[config.mk]
export PLATFORM = sky130hd
export DESIGN_NAME = cs_fifoc2cs
export DESIGN_NICKNAME = d
export VERILOG_FILES = /design/src/rtl/cs_fifoc2cs.sv
export SDC_FILE = /design/constraint.sdc
export NUM_CORES = 1
export LEC_CHECK = 0
export ABC_CLOCK_PERIOD_IN_PS = 5700
export CAP_MARGIN = 0
export CORE_ASPECT_RATIO = 2
export CORE_MARGIN = 3
export CORE_UTILIZATION = 35
export DETAILED_ROUTE_END_ITERATION = 16
export PLACE_DENSITY = 0.54
export SLEW_MARGIN = 10
export SYNTH_ARGS = -nofsm -noshare
export SYNTH_HDL_FRONTEND = slang
export SYNTH_SLANG_ARGS = --single-unit
[constraint.sdc]
create_clock -name clk -period 5.7 [get_ports clk]
set_input_delay 1.14 -clock clk [delete_from_list [all_inputs] [get_ports clk]]
set_output_delay 1.14 -clock clk [all_outputs]
set_load 0.02 [all_outputs]
[src/rtl/cs_fifoc2cs.sv]
// rtl/cs_fifoc2cs.sv - FIFO C command-frame responder for the fs/fd_fifoc2cs handshake.
// Optional: define CS_CHKSUM_EN to verify the XOR checksum byte.
module cs_fifoc2cs #(
  parameter logic [7:0] HEAD_BYTE = 8'h55,
  parameter int         MAX_LEN   = 16,
  parameter int         ADDR_W    = 4,
  parameter int         TIMEOUT   = 1023
) (
  input  logic              clk,
  input  logic              rst,
  input  logic              fs_fifoc2cs,
  output logic              fd_fifoc2cs,
  input  logic              fifoc_empty,
  output logic              fifoc_rd_en,
  input  logic [7:0]        fifoc_dout,
  output logic [7:0]        cmd_code,
  output logic [7:0]        cmd_len,
  output logic              cmd_valid,
  output logic              cmd_err,
  output logic              cfg_wr_en,
  output logic [ADDR_W-1:0] cfg_wr_addr,
  output logic [7:0]        cfg_wr_data
);

  localparam int         TW       = $clog2(TIMEOUT + 1);
  localparam logic [7:0] MAX_LEN8 = 8'(MAX_LEN);
  localparam logic [TW-1:0] TMO   = TW'(TIMEOUT);

  typedef enum logic [3:0] {
    S_IDLE, S_HEAD, S_CMD, S_LEN, S_DATA, S_CSUM, S_WRITE, S_ERR, S_DONE
  } state_t;

  state_t            r_state, w_next;
  logic              r_rd_pend;
  logic [7:0]        r_code, r_len;
  logic [ADDR_W-1:0] r_idx;
  logic [TW-1:0]     r_tmo;
  logic [7:0]        r_cmd_code, r_cmd_len;
  logic              r_cmd_valid, r_cmd_err;
  logic [7:0]        r_buf [MAX_LEN];
  logic              w_fetch, w_cap, w_tmo, w_abort, w_last, w_csum_ok, w_start;

`ifdef CS_CHKSUM_EN
  logic [7:0] r_acc;
  always_ff @(posedge clk or negedge rst) begin
    if (!rst) r_acc <= '0;
    else if (w_start) r_acc <= '0;
    else if (w_cap && r_state == S_CMD) r_acc <= fifoc_dout;
    else if (w_cap && (r_state == S_LEN || r_state == S_DATA)) r_acc <= r_acc ^ fifoc_dout;
  end
  assign w_csum_ok = (fifoc_dout == r_acc);
`else
  assign w_csum_ok = 1'b1;
`endif

  assign w_start     = (r_state == S_IDLE) && fs_fifoc2cs;
  assign w_fetch     = (r_state == S_HEAD) || (r_state == S_CMD) || (r_state == S_LEN) ||
                       (r_state == S_DATA) || (r_state == S_CSUM);
  assign w_abort     = !fs_fifoc2cs && (r_state != S_IDLE) && (r_state != S_DONE);
  assign fifoc_rd_en = w_fetch && fs_fifoc2cs && !fifoc_empty && !r_rd_pend;
  assign w_cap       = w_fetch && fs_fifoc2cs && r_rd_pend;
  assign w_tmo       = w_fetch && !r_rd_pend && fifoc_empty && (r_tmo == TMO);
  assign w_last      = (8'(r_idx) == r_len - 8'd1);

  always_comb begin
    w_next = r_state;
    case (r_state)
      S_IDLE:  if (fs_fifoc2cs) w_next = S_HEAD;
      S_HEAD:  if (w_cap && fifoc_dout == HEAD_BYTE) w_next = S_CMD;
      S_CMD:   if (w_cap) w_next = S_LEN;
      S_LEN:   if (w_cap) begin
                 if (fifoc_dout > MAX_LEN8)    w_next = S_ERR;
                 else if (fifoc_dout == 8'd0) w_next = S_CSUM;
                 else                         w_next = S_DATA;
               end
      S_DATA:  if (w_cap && w_last) w_next = S_CSUM;
      S_CSUM:  if (w_cap) w_next = !w_csum_ok ? S_ERR : (r_len == 8'd0) ? S_DONE : S_WRITE;
      S_WRITE: if (w_last) w_next = S_DONE;
      S_ERR:   w_next = S_DONE;
      S_DONE:  if (!fs_fifoc2cs) w_next = S_IDLE;
      default: w_next = S_IDLE;
    endcase
    if (w_tmo)   w_next = S_DONE;
    if (w_abort) w_next = S_IDLE;
  end

  always_ff @(posedge clk or negedge rst) begin
    if (!rst) begin
      r_state     <= S_IDLE;
      r_rd_pend   <= 1'b0;
      r_code      <= '0;
      r_len       <= '0;
      r_idx       <= '0;
      r_tmo       <= '0;
      r_cmd_code  <= '0;
      r_cmd_len   <= '0;
      r_cmd_valid <= 1'b0;
      r_cmd_err   <= 1'b0;
    end else begin
      r_state     <= w_next;
      r_rd_pend   <= fifoc_rd_en;
      r_cmd_valid <= 1'b0;
      if (w_start) begin
        r_cmd_err <= 1'b0;
        r_idx     <= '0;
      end
      // Idle-with-empty counter; any captured byte restarts it.
      if (w_start || w_cap) r_tmo <= '0;
      else if (w_fetch && fifoc_empty && !r_rd_pend && r_tmo != TMO) r_tmo <= r_tmo + 1'b1;
      if (w_tmo) r_cmd_err <= 1'b1;
      if (!w_abort) begin
        case (r_state)
          S_CMD:   if (w_cap) r_code <= fifoc_dout;
          S_LEN:   if (w_cap) begin
                     r_len <= fifoc_dout;
                     r_idx <= '0;
                   end
          S_DATA:  if (w_cap) r_idx <= w_last ? '0 : r_idx + 1'b1;
          S_CSUM:  if (w_cap && w_csum_ok && r_len == 8'd0) begin
                     r_cmd_valid <= 1'b1;
                     r_cmd_code  <= r_code;
                     r_cmd_len   <= r_len;
                   end
          S_WRITE: if (w_last) begin
                     r_cmd_valid <= 1'b1;
                     r_cmd_code  <= r_code;
                     r_cmd_len   <= r_len;
                   end else begin
                     r_idx <= r_idx + 1'b1;
                   end
          S_ERR:   r_cmd_err <= 1'b1;
          default: ;
        endcase
      end
    end
  end

  // Payload buffer contents are don't-care after reset.
  always_ff @(posedge clk) begin
    if (r_state == S_DATA && w_cap) r_buf[r_idx] <= fifoc_dout;
  end

  assign fd_fifoc2cs = (r_state == S_DONE);
  assign cfg_wr_en   = (r_state == S_WRITE) && fs_fifoc2cs;
  assign cfg_wr_addr = cfg_wr_en ? r_idx : '0;
  assign cfg_wr_data = cfg_wr_en ? r_buf[r_idx] : 8'd0;
  assign cmd_code    = r_cmd_code;
  assign cmd_len     = r_cmd_len;
  assign cmd_valid   = r_cmd_valid;
  assign cmd_err     = r_cmd_err;

endmodule
### After elaboration in Yosys (flattened, before gate mapping)

Memory sizes are Yosys's and may differ from the RTL's.
Cells that the tools add are included.

| word-level totals | value |
|---|---|
| bits in registers | 53 |
| memory bits (writable) | 128 |
| input bits | 12 |
| output and inout bits | 33 |
| word-level logic and storage cells | 116 |
| memories | 1 |

Memory list:

| memory | words | bits a word | read ports | clocked after Yosys merged registers in | wr ports | RTL line | RTL |
|---|---|---|---|---|---|---|---|
| r_buf | 16 | 8 | 1 | 0 | 1 | 40 | `logic [7:0] r_buf [MAX_LEN];` |

| cells by class | value |
|---|---|
| add/subtract/negate cells | 3 |
| magnitude comparators | 1 |
| equal/unequal tests | 23 |
| muxes and demuxes | 41 |
| bitwise operators | 1 |
| reduce and logical (&&, ||, !) cells | 36 |

Operators by type and width:

| operator | number |
|---|---|
| $mux 4 | 18 |
| $mux 8 | 5 |
| $pmux 4 s9 | 1 |
| $pmux 8 s2 | 2 |
| $ne 4x4->1 const B | 7 |
| $mux 10 | 2 |
| $logic_and 1x1->1 | 18 |
| $eq 4x3->1 const B | 4 |
| $logic_not 8->1 | 2 |
| $pmux 4 s3 | 1 |
| $add 10x1->10 const B | 1 |
| $eq 10x10->1 const B | 1 |
| $mux 1 | 10 |
| $ne 10x10->1 const B | 1 |
| $eq 4x2->1 const B | 2 |
| $eq 4x8->1 | 1 |
| $eq 8x7->1 const B | 1 |
| $gt 8x5->1 const B | 1 |
| $reduce_and 8->1 | 1 |
| $sub 8x1->8 const B | 1 |
| $reduce_and 3->1 | 2 |
| $logic_or 1x1->1 | 5 |
| $add 4x1->4 const B | 1 |
| $eq 4x1->1 const B | 1 |
| other kinds (13) | 16 |

### Longest topological paths before layout

| depth | value |
|---|---|
| depth after elaboration | 12 |
| mapped depth | 9 |

### Least setup slack after synthesis

OpenSTA, ideal clock, no wires.

| timing | value |
|---|---|
| kind | reg2out |
| from | register r_idx[0] |
| to | output port cfg_wr_data[7] |
| data arrival time | 2101 ps |
| path slack | 2459 ps |
| stages on the path, launching flop included | 6 |
| buffers on the path | 2 |
| path through | dfrtp_1 > buf_2 > buf_2 > mux4_2 > mux4_2 > and2_1 |

| between the ends | value |
|---|---|
| longest elaborated chain between the ends | 2 |

RTL lines:

| item | RTL line | RTL |
|---|---|---|
| from (decl) | 36 | `logic [ADDR_W-1:0] r_idx;` |
| from (signal assigned) | 118 | `S_DATA: if (w_cap) r_idx <= w_last ? '0 : r_idx + 1'b1;` |
| from (signal assigned) | 129 | `r_idx <= r_idx + 1'b1;` |
| $mem_v2 16x8 | -- |  |
| $mux 8 | 146 | `assign cfg_wr_data = cfg_wr_en ? r_buf[r_idx] : 8'd0;` |
| to (decl) | 22 | `output logic [7:0] cfg_wr_data` |

Every way passes these cells.

### Worst setup path in the final report

| timing | value |
|---|---|
| from | register r_idx[0] |
| to | output port cfg_wr_data[4] |

The elaborated chain is that of the path after synthesis.

==> results.md <==
Setup path:
- Of all nets on the critical path, the largest fanout is 38.
- The most frequent cell on the critical path is sky130_fd_sc_hd__mux4_2.
- The length in cells of the worst reg-to-reg path is 5.
- The worst setup path is captured at an output port.
- Broken down by cell family, the worst path's largest delay share belongs to buffers and inverters.
- STA classifies the critical path startpoint as a flop.
- At the worst endpoint, the required time is 4.56 ns.
- The type of the setup path with the least slack is flop to output port.
- The number of cells on the critical path is 5.
- The number of buffer and inverter stages on the critical path is 2.
- The critical path goes through buf_4 > mux4_2 > mux4_2 > and2_1 > clkdlybuf4s50_1.
- The critical path arrival is 3.18 ns.
- The standard cell with the maximum stage delay on the critical path is sky130_fd_sc_hd__mux4_2.
- For this run, the slowest stage of the critical path takes ~0.6 ns.

Yosys:
- The most used flip-flop cell after synthesis is sky130_fd_sc_hd__edfxtp_1.
- The most frequent cell after synthesis is sky130_fd_sc_hd__edfxtp_1.
- Averaged over all synthesized cells, the footprint is ~16 um^2.
- The netlist area before placement is approximately 7900 um^2.
- The count of synthesis-stage warnings from yosys is 0.
- The area share of the largest cell type after synthesis is 0.486.
- The share of synthesized registers carrying an async set or reset is 0.293.
- Counting flops with a built-in enable in the synthesized netlist gives around 130.
- The commonest cells after synthesis are sky130_fd_sc_hd__edfxtp_1 (128), sky130_fd_sc_hd__dfrtp_1 (53), sky130_fd_sc_hd__mux4_2 (40), sky130_fd_sc_hd__nor2_1 (34), sky130_fd_sc_hd__mux2_2 (20).
- The sequential share of the synthesized area is 0.654.
- The synthesized design contains ~180 register bits.
- Synthesis handed over a netlist of 484 instances.
- Yosys attributes the largest share of cell area to sky130_fd_sc_hd__edfxtp_1 (49%), sky130_fd_sc_hd__dfrtp_1 (17%), sky130_fd_sc_hd__mux4_2 (11%).
- The number of nets produced by synthesis is around 500.
- Of all cell types, the one taking the most synthesized area is sky130_fd_sc_hd__edfxtp_1.
- The number of different library cells in the post-synthesis netlist is 60.

Route:
- Routed signal wires occupy layers up through met4.
- The aggregate routed wire length is between 15,000 and 20,000 um.
- After the first detailed-routing iteration, the DRC count stood at about 210.
- After detailed routing, the wire length on met1 is approximately 6300 um.
- The number of nets with antenna violations after routing is 0.
- In the routed layout, each cell is associated on average with a via count of around 5.3.
- After detailed routing, the met3 layer carries around 500 um of wire.
- The number of vias in the routed layout is ~4,400.
- The met2 layer wire length in the routed design is approximately 10,000 um.
- The detailed-route wire length per cell is roughly 22 um.
- The first TritonRoute pass finished after 4 iterations.
- The detailed-route DRC error count is 0.

Layout:
- The finished layout holds roughly 820 standard cells, fillers aside.
- Of the cells placed in the final design, the portion with a size suffix greater than 1 is 0.236.
- The final antenna diode count is 0.
- After the last flow step, the layout net total stands at ~550.
- The area growth from synthesis to final layout is 16.7%.
- The layout has between 2,000 and 2,500 filler cells.

Clock tree:
- The clock drives roughly 180 sinks.
- The number of setup buffers added after CTS is 0.
- Clock-pin slew was measured on the worst setup and hold paths at 0.07 ns.
- TritonCTS built the clock tree.
- In this run, post-CTS repair resized a total of 0 instances.
- The root buffer cell chosen for the clock tree is sky130_fd_sc_hd__clkbuf_16.
- Hold repair after CTS inserted 0 buffers.
- The number of H-tree levels is 4.
- Counting along the longest clock path gives a buffer depth of 2.
- For the worst-skew pair, the clock arrives at the later sink with an insertion delay of 0.43 ns.
- Counting the buffers created by CTS gives 17.

Timing:
- For the pin with the worst max-slew slack, the measured transition is between 1 and 1.5 ns.
- The maximum frequency from static timing analysis is between 0.2 and 0.25 GHz.
- The hold violation total from the final report was 0.
- Summed over all failing endpoints, the final setup total negative slack is 0 ns.
- The worst clock skew is roughly 0.0077 ns.
- Setup repair after global routing left no endpoint under its margin.
- Of the available clock period, the critical path in the final layout requires 0.757.
- The total of endpoints with negative setup slack in the final report is 0.
- The final number of max-transition violations is 0.
- The clock period minus worst slack is 4.32 ns.
- The relative max-transition margin is 0.324.

Min path:
- The min-delay analysis places its worst path in the category flop to flop.
- The hold-critical path depth is 1.

Global routing:
- In the global route stage, overall resource usage came out at 0.151.
- The largest net degree at the start of global routing is 54.
- The via count of the first global-routing pass is 4,740.
- The global route total overflow is 0.
- The number of antenna violations at the first check in global routing is 0.
- The global-route wire length before repair is 27,600 um.

Floorplan:
- 45 I/O pins were placed.
- The number of placement rows is between 70 and 80.
- The initial utilization of the core area, before any placement, comes to 0.357.
- The region available for standard cell placement spans ~22,000 um^2.
- The floorplan step defined a die boundary enclosing approximately 25,000 um^2.
- The vertical die dimension is about 220 um.
- From left edge to right edge, the die measures approximately 110 um.

Pwr:
- For this design the static power due to leakage is about 3.2 nW.
- Across the VDD grid, the largest voltage drop is approximately 0.18 mV.
- The total power after layout is about 3.2 mW.
- Power spread over the standard cell area amounts to roughly 350 nW/um^2.

Placement:
- Counting tap cells, the placed design contains a total of 791 instances.
- Detailed placement ended at an HPWL of about 12,000 um.
- The congestion estimate from routability-driven global placement came to approximately 0.9.
- The count of buffers from port buffering is 44.

Flow run:
- Across the run, the number of max-cap violations was 0.

Outcome:
- The flow ran to the end, and the final reports show no timing, DRC or antenna violations.
worst register-to-register path, stage by stage (launching register included):
cell and delay (ns):
sky130_fd_sc_hd__dfrtp_1 0.50, sky130_fd_sc_hd__nor4_4 0.46, sky130_fd_sc_hd__a211oi_1 0.18, sky130_fd_sc_hd__o32ai_4 0.47
sky130_fd_sc_hd__o21a_1 0.78, sky130_fd_sc_hd__mux2_2 0.42
where the power goes:
group | leakage (nW) | internal [mW] | total (mW) | switching (mW)
Sequential | 1.87 | 1.47 | 1.57 | 0.100
Combinational | 1.09 | 0.228 | 0.493 | 0.265
Clock | 0.291 | 0.629 | 1.12 | 0.496
per-layer routing:
metal,track usage,up-vias
li1,-,1986
met2,0.297,76
met5,0,-
met3,0.0266,23
met4,0.0610,0
met1,0.155,2287
through the flow:
stage | instance area (um^2) | hold slack (ns) | utilization | setup slack (ns)
floorplan | 7910 | 0.475 | - | 2.46
global placement | 8660 | 0.475 | 0.391 | 1.50
detailed placement | 8660 | 0.473 | 0.391 | 1.46
CTS | 9230 | 0.493 | 0.416 | 1.29
global route | 9230 | 0.520 | 0.416 | 1.20
finish | 9230 | 0.492 | 0.416 | 1.38
cells in the final DEF, fill, tap and decap left out, types with 12 or more instances in the layout:
cell	instances
sky130_fd_sc_hd__mux2_2	20
sky130_fd_sc_hd__mux4_2	40
sky130_fd_sc_hd__dfrtp_1	51
sky130_fd_sc_hd__nand2_1	19
sky130_fd_sc_hd__and2_1	14
sky130_fd_sc_hd__clkdlybuf4s50_1	43
sky130_fd_sc_hd__nor2_1	34
sky130_fd_sc_hd__clkbuf_16	18
sky130_fd_sc_hd__inv_1	12
sky130_fd_sc_hd__edfxtp_1	128
cells by family after synthesis:
group,synth area share
xor+xnor,0.0155
compound gates,0.0438
simple gates,0.0896
mux,0.164
fa+ha+maj,0.0111
flops,0.654
buf+inv,0.0218
final cells by class:
cell class | instances | area (um^2) | share of cell area
repair buffers | 54 | 510 | 0.0553
clock inverters | 8 | 56.3 | 0.00610
inverters | 12 | 45.0 | 0.00488
well taps | 276 | 345 | 0.0374
clock buffers | 24 | 507 | 0.0549
multi-input cells | 268 | 2590 | 0.281
flip-flops and latches | 181 | 5170 | 0.561
sequential cells by signal, indices dropped and copies added, names as in the netlist, 4 cells and up:
| register | cells |
|---|---|
| cmd_code | 8 |
| cmd_len | 8 |
| r_buf | 128 |
| r_code | 8 |
| r_idx | 4 |
| r_len | 8 |
| r_state | 4 |
| r_tmo | 10 |
path summary, 6_finish.rpt:
path	start	to	slack, ns
max	r_idx[0]$_DFF_PN0_	cfg_wr_data[4]	1.38
min reg2reg	cmd_len[6]$_DFFE_PN0P_	cmd_len[6]$_DFFE_PN0P_	0.49
max in group asynchronous	rst	r_idx[1]$_DFF_PN0_	4.39
max reg2reg	r_len[2]$_DFFE_PN0P_	cmd_code[7]$_DFFE_PN0P_	2.78
min	cmd_len[6]$_DFFE_PN0P_	cmd_len[6]$_DFFE_PN0P_	0.49
min in group asynchronous	rst	cmd_err$_DFF_PN0_	0.83
No activity file was read; power rests on OpenSTA's default activity.
